### config.mk
export PLATFORM = sky130hd
export DESIGN_NAME = instruction_fetch
export DESIGN_NICKNAME = d
export VERILOG_FILES = /design/src/rtl/cpu_pkg.sv /design/src/rtl/next_pc_calc.sv /design/src/rtl/instruction_fetch.sv
export SDC_FILE = /design/constraint.sdc
export NUM_CORES = 1
export LEC_CHECK = 0
export BUFFER_PORTS_ARGS = -buffer_cell sky130_fd_sc_hd__buf_2
export CORE_AREA = 8 8 127 129
export CTS_CLUSTER_SIZE = 25
export DETAILED_ROUTE_END_ITERATION = 7
export DIE_AREA = 0 0 135 137
export GPL_ROUTABILITY_DRIVEN = 0
export PLACE_DENSITY = 0.8
export SYNTH_ARGS = -nofsm -noshare
export SYNTH_HDL_FRONTEND = slang
export SYNTH_SLANG_ARGS = --single-unit
### constraint.sdc
create_clock -name clk -period 4.85 [get_ports clk]
set_input_delay 1.455 -clock clk [delete_from_list [all_inputs] [get_ports clk]]
set_output_delay 1.455 -clock clk [all_outputs]
set_load 0.02 [all_outputs]
### src/rtl/cpu_pkg.sv
// Shared definitions for the 32-bit core: opcodes, fetch state encoding, reset PC.
package cpu_pkg;

    localparam logic [5:0] OP_BEQ = 6'b100011;
    localparam logic [5:0] OP_BNE = 6'b100111;
    localparam logic [5:0] OP_J   = 6'b000010;
    localparam logic [5:0] OP_JAL = 6'b000011;

    localparam logic [31:0] DEFAULT_RESET_PC = 32'h0000_0000;

    typedef logic [1:0] fetch_state_t;

    localparam fetch_state_t StFetch   = 2'd0;
    localparam fetch_state_t StIssue   = 2'd1;
    localparam fetch_state_t StResolve = 2'd2;
    localparam fetch_state_t StHalt    = 2'd3;

endpackage

### src/rtl/next_pc_calc.sv
// Combinational next-PC selection: jr > jump > taken branch > fall-through.
module next_pc_calc (
    input  logic [31:0] pc_plus4,
    input  logic [31:0] inst,
    input  logic        branch,
    input  logic        jump,
    input  logic        jump_reg,
    input  logic        alu_zero,
    input  logic [31:0] jr_target,
    output logic [31:0] next_pc
);

    logic        taken;
    logic [31:0] branch_off;
    logic        unused_inst;

    // beq and bne differ only in inst[28]
    assign taken       = inst[28] ? !alu_zero : alu_zero;
    assign branch_off  = {{14{inst[15]}}, inst[15:0], 2'b00};
    assign unused_inst = ^{inst[31:29], inst[27:26]};

    always_comb begin
        next_pc = pc_plus4;
        if (jump_reg) begin
            next_pc = jr_target;
        end else if (jump) begin
            next_pc = {pc_plus4[31:28], inst[25:0], 2'b00};
        end else if (branch && taken) begin
            next_pc = pc_plus4 + branch_off;
        end
    end

endmodule

### src/rtl/instruction_fetch.sv
// Single-issue fetch sequencer: FETCH -> ISSUE -> RESOLVE, one instruction in flight.
// IFETCH_ALIGN_CHECK_EN: misaligned next PC halts with fault instead of being truncated.
module instruction_fetch
    import cpu_pkg::*;
#(
    parameter logic [31:0] RESET_PC = DEFAULT_RESET_PC
) (
    input  logic        clk,
    input  logic        rst_n,
    output logic        imem_req,
    output logic [31:0] imem_addr,
    input  logic        imem_ack,
    input  logic [31:0] imem_rdata,
    output logic        inst_valid,
    input  logic        inst_ready,
    output logic [31:0] inst,
    output logic [5:0]  opcode,
    output logic [31:0] pc_out,
    output logic [31:0] pc_plus4,
    input  logic        res_valid,
    input  logic        branch,
    input  logic        jump,
    input  logic        jump_reg,
    input  logic        alu_zero,
    input  logic [31:0] jr_target,
    output logic        fault
);

    fetch_state_t state_q, state_d;
    logic [31:0]  pc_q, pc_plus4_q, inst_q;
    logic [31:0]  target, next_pc;
    logic         imem_req_q, inst_valid_q;
    logic         fetch_accept, pc_load;

    next_pc_calc u_next_pc_calc (
        .pc_plus4  (pc_plus4_q),
        .inst      (inst_q),
        .branch    (branch),
        .jump      (jump),
        .jump_reg  (jump_reg),
        .alu_zero  (alu_zero),
        .jr_target (jr_target),
        .next_pc   (target)
    );

`ifdef IFETCH_ALIGN_CHECK_EN
    logic misaligned;
    logic fault_q;

    assign next_pc    = target;
    assign misaligned = |target[1:0];
`else
    assign next_pc = {target[31:2], 2'b00};
`endif

    assign fetch_accept = imem_req_q && imem_ack;

    always_comb begin
        state_d = state_q;
        pc_load = 1'b0;
        case (state_q)
            StFetch: begin
                if (fetch_accept) state_d = StIssue;
            end
            StIssue: begin
                if (inst_valid_q && inst_ready) state_d = StResolve;
            end
            StResolve: begin
                if (res_valid) begin
`ifdef IFETCH_ALIGN_CHECK_EN
                    if (misaligned) begin
                        state_d = StHalt;
                    end else begin
                        pc_load = 1'b1;
                        state_d = StFetch;
                    end
`else
                    pc_load = 1'b1;
                    state_d = StFetch;
`endif
                end
            end
`ifdef IFETCH_ALIGN_CHECK_EN
            StHalt: state_d = StHalt;
`endif
            default: state_d = StFetch;
        endcase
    end

    // Request/valid are registered from the next state so they align with the state register
    always_ff @(posedge clk or negedge rst_n) begin
        if (!rst_n) begin
            state_q      <= StFetch;
            pc_q         <= RESET_PC;
            pc_plus4_q   <= RESET_PC + 32'd4;
            inst_q       <= '0;
            imem_req_q   <= 1'b0;
            inst_valid_q <= 1'b0;
        end else begin
            state_q      <= state_d;
            imem_req_q   <= (state_d == StFetch);
            inst_valid_q <= (state_d == StIssue);
            if (fetch_accept) inst_q <= imem_rdata;
            if (pc_load) begin
                pc_q       <= next_pc;
                pc_plus4_q <= next_pc + 32'd4;
            end
        end
    end

`ifdef IFETCH_ALIGN_CHECK_EN
    always_ff @(posedge clk or negedge rst_n) begin
        if (!rst_n) fault_q <= 1'b0;
        else        fault_q <= (state_d == StHalt);
    end

    assign fault = fault_q;
`else
    assign fault = 1'b0;
`endif

    assign imem_req   = imem_req_q;
    assign imem_addr  = pc_q;
    assign inst_valid = inst_valid_q;
    assign inst       = inst_q;
    assign opcode     = inst_q[31:26];
    assign pc_out     = pc_q;
    assign pc_plus4   = pc_plus4_q;

endmodule

==> impl_metrics.json <==
{
  "synthFlopType": "dfrtp_1",
  "worst_ep_required_time_ns": 5.09,
  "grt_pass1_vias": 7045,
  "power-per-cell-area_mw_per_mm2": 747,
  "synth_edf_count": 0,
  "cap_violations": 0,
  "crit_top_cell": "o211ai_1",
  "hold_class": "flop to flop",
  "io_buffers": 200,
  "status": "completed",
  "cts_tree": "done",
  "cts_buffer_depth": 2,
  "worstMarginPinSlew_ns": 0.843,
  "swShare": 0.512,
  "drive_gt1_frac": 0.294,
  "antenna_found_initial": 2,
  "worstPathMaxFanout": 8,
  "period_minus_slack_ns": 4.48,
  "avgSynthCellArea_um2": 8.34,
  "drtIter0Drc": 578,
  "htree_num_levels": 3,
  "critPathArrivalTime_ns": 4.72,
  "vias": 7244,
  "seq_power_share": 0.249,
  "numCtsBuffers": 9,
  "min_period_over_period": 0.925,
  "grt_overflow": 0,
  "p_switching_uw": 3320,
  "fp.dieW_um": 135,
  "hold_viol_final": 0,
  "p_int_uw": 3170,
  "dpl.cell_count": 1218,
  "worstSkewPairLatency_ns": 0.35,
  "syn_inst": 875,
  "critPathCaptureType": "flop",
  "syn_area_mm2": 0.00729,
  "crit_slowest_cell": "or4b_1",
  "nets": 1149,
  "wl_per_cell_um": 18.4,
  "finalSetupViolCount": 0,
  "fmax_mhz": 223,
  "path_class": "flop to flop",
  "ir_drop_v": 0.000395,
  "ff_latch_area_mm2": 0.00240,
  "skew_ns": 0.00773,
  "clk_pin_slew_ns": 0.07,
  "slew_violations": 0,
  "yosys_warnings": 0,
  "startpoint_type": "flop",
  "cellLeakagePower_uw": 0.00413,
  "ctsResizeCount": 0,
  "core-area_mm2": 0.0142,
  "power_frac_comb": 0.632,
  "vias_per_cell": 5.87,
  "postCtsHoldBufs": 0,
  "setup-tns-final_ns": 0,
  "cts.sinks": 96,
  "synth-seq-area-share": 0.330,
  "p_clk_frac": 0.118,
  "root_buffer": "clkbuf_16",
  "grt.total_usage": 0.242,
  "syn_to_final_growth_pct": 19.2,
  "final.fill_count": 1305,
  "fin_cells": 1234,
  "rsz0062_at_grt": "false",
  "dieArea_mm2": 0.0185,
  "path_cells": "ha_1, fa_1, a21oi_1, o211ai_1, a21boi_0, mux2i_1, nor2_1, or4b_1, or3b_1, nor4_4, buf_4, nand2_1, o211ai_1, nor3_2",
  "antenna_cells": 0,
  "dr.pass1.iters": 5,
  "ys_types": 76,
  "grt_pass1_wl_um": 35800,
  "slowest_delay_ns": 0.53,
  "die_h_um": 137,
  "drcViolationCount": 0,
  "floorplan.initialDensity": 0.514,
  "synth-seq-cells": 96,
  "ios": 210,
  "grt_max_degree": 69,
  "placementRows": 44,
  "async_flop_share": 1.00,
  "cts_setup_buffers": 0,
  "routed_wl_um": 22700,
  "relSlewSlack": 0.438,
  "hpwl_um": 17600,
  "ant_nets": 0,
  "multi_input_area_mm2": 0.00436
}
==> layout by cell type, fill, tap and decap left out, types with 7 or more instances in the layout <==
cell       Yosys  routed
nand4_1       11      11
buf_2          0     199
o221ai_1       7       7
ha_1          30      30
nand3_1       22      22
a211oi_1      10      10
xor2_1        17      17
and2_1        10      10
conb_1         1       7
a21o_1         9       9
nor2_1        48      48
nand2b_1       8       8
buf_4         43      43
o211ai_1      12      12
o21ai_0       85      85
nor3_1        17      17
inv_1         15      15
clkbuf_16      0       9
nand2_1      145     145
xnor2_1       21      21
a21oi_1       43      43
o21a_1        10      10
a22oi_1       10      10
dfrtp_1       95      95
mux2_2        34      34
==> path summary, 6_finish.rpt <==
check,start,endpoint,slack (ns),cells past startpoint
worst max-delay path,inst[0]$_DFFE_PN0P_,pc_plus4[31]$_DFFE_PN0P_,0.37,14
worst min-delay path,pc_plus4[2]$_DFFE_PN1P_,pc_plus4[2]$_DFFE_PN1P_,0.49,2
worst max register to register,inst[0]$_DFFE_PN0P_,pc_plus4[31]$_DFFE_PN0P_,0.37,14
worst min register to register,pc_plus4[2]$_DFFE_PN1P_,pc_plus4[2]$_DFFE_PN1P_,0.49,2
max in group asynchronous,rst_n,imem_addr[7]$_DFFE_PN0P_,2.91,2
min in group asynchronous,rst_n,pc_plus4[4]$_DFFE_PN0P_,1.18,1
==> synth_stat cells (4+ instances only) <==
cell type  number  share of area
nand2_1       145          0.075
dfrtp_1        95           0.33
o21ai_0        85          0.058
nor2_1         48          0.025
a21oi_1        43          0.030
buf_4          43          0.044
clkbuf_1       41          0.021
mux2_2         34          0.052
ha_1           30          0.051
nand3_1        22          0.015
xnor2_1        21          0.025
nor3_1         17          0.012
xor2_1         17          0.020
inv_1          15         0.0077
o211ai_1       12          0.012
nand4_1        11         0.0094
a211oi_1       10          0.010
a22oi_1        10          0.010
and2_1         10         0.0086
o21a_1         10          0.010
a21o_1          9         0.0093
nand2b_1        8         0.0069
o221ai_1        7         0.0084
a221oi_1        6         0.0072
mux2i_1         6         0.0082
o21bai_1        6         0.0062
o31ai_1         6         0.0062
or3_1           6         0.0051
a31oi_1         5         0.0043
buf_1           5         0.0026
nand4b_1        5         0.0060
o21ai_1         5         0.0034
and4_1          4         0.0048
nor3b_1         4         0.0041
o22ai_1         4         0.0034
o31a_1          4         0.0048
or4_1           4         0.0041
==> logic make-up after synthesis <==
family,share of synthesized area
AOI/OAI and AO/OA,0.225
xor gates and xnor gates,0.0479
adders and majority gates,0.0542
buffers and inverters,0.0756
DFF,0.330
muxes,0.0607
other,0.000514
and+or+nand+nor,0.207
==> sequential cells by signal, summed over array words and instances (netlist names) <==
signal,cells
imem_req,1
inst,32
imem_addr,30
inst_valid,1
pc_plus4,30
state_q,2
==> layout make-up <==
| class | instances | share of cell area |
|---|---|---|
| tap | 184 | 0.0265 |
| multi-input combinational | 681 | 0.502 |
| clock inverter | 6 | 0.0106 |
| sequential | 96 | 0.276 |
| timing repair buffer | 242 | 0.152 |
| clock buffer | 10 | 0.0263 |
| inverter | 15 | 0.00648 |
==> stage by stage <==
stage	instance area, µm²	hold WS [ns]	util	total power [µW]	setup slack (ns)
after global routing	8690	0.509	0.612	6980	0.160
final	8690	0.489	0.612	6490	0.365
after detailed placement	8370	0.483	0.590	5680	0.0161
after CTS	8690	0.495	0.612	6470	0.409
after floorplan	7320	0.460	-	4550	0.162
after global placement	8370	0.470	0.590	5590	0.0716
==> worst max-delay path: cells and delay by family, from the launching register on <==
kind                       cells  cell delay (ns)
buffers and inverters          1             0.23
DFF                            1             0.42
AOI/OAI and AO/OA              4             1.18
and+or+nand+nor                6             1.51
adders and majority gates      2             0.67
muxes                          1             0.35
==> power groups by stage <==
stage | Combinational [µW] | Sequential [µW] | Clock (µW)
2_1_floorplan | 2590 | 1950 | 0
3_3_place_gp | 3980 | 1610 | 0
3_5_place_dp | 4060 | 1620 | 0
4_1_cts | 4080 | 1610 | 786
5_1_grt | 4480 | 1680 | 822
6_report | 4110 | 1620 | 768
==> routing by layer <==
metal | vias to the layer above | routed length [µm] | track usage
met1 | 3389 | 9620 | 0.320
met3 | 48 | 1980 | 0.0496
met2 | 331 | 10300 | 0.371
li1 | 3472 | - | -
met5 | - | 22 | 0
met4 | 4 | 721 | 0.117
Power figures use the tool's default switching activity.
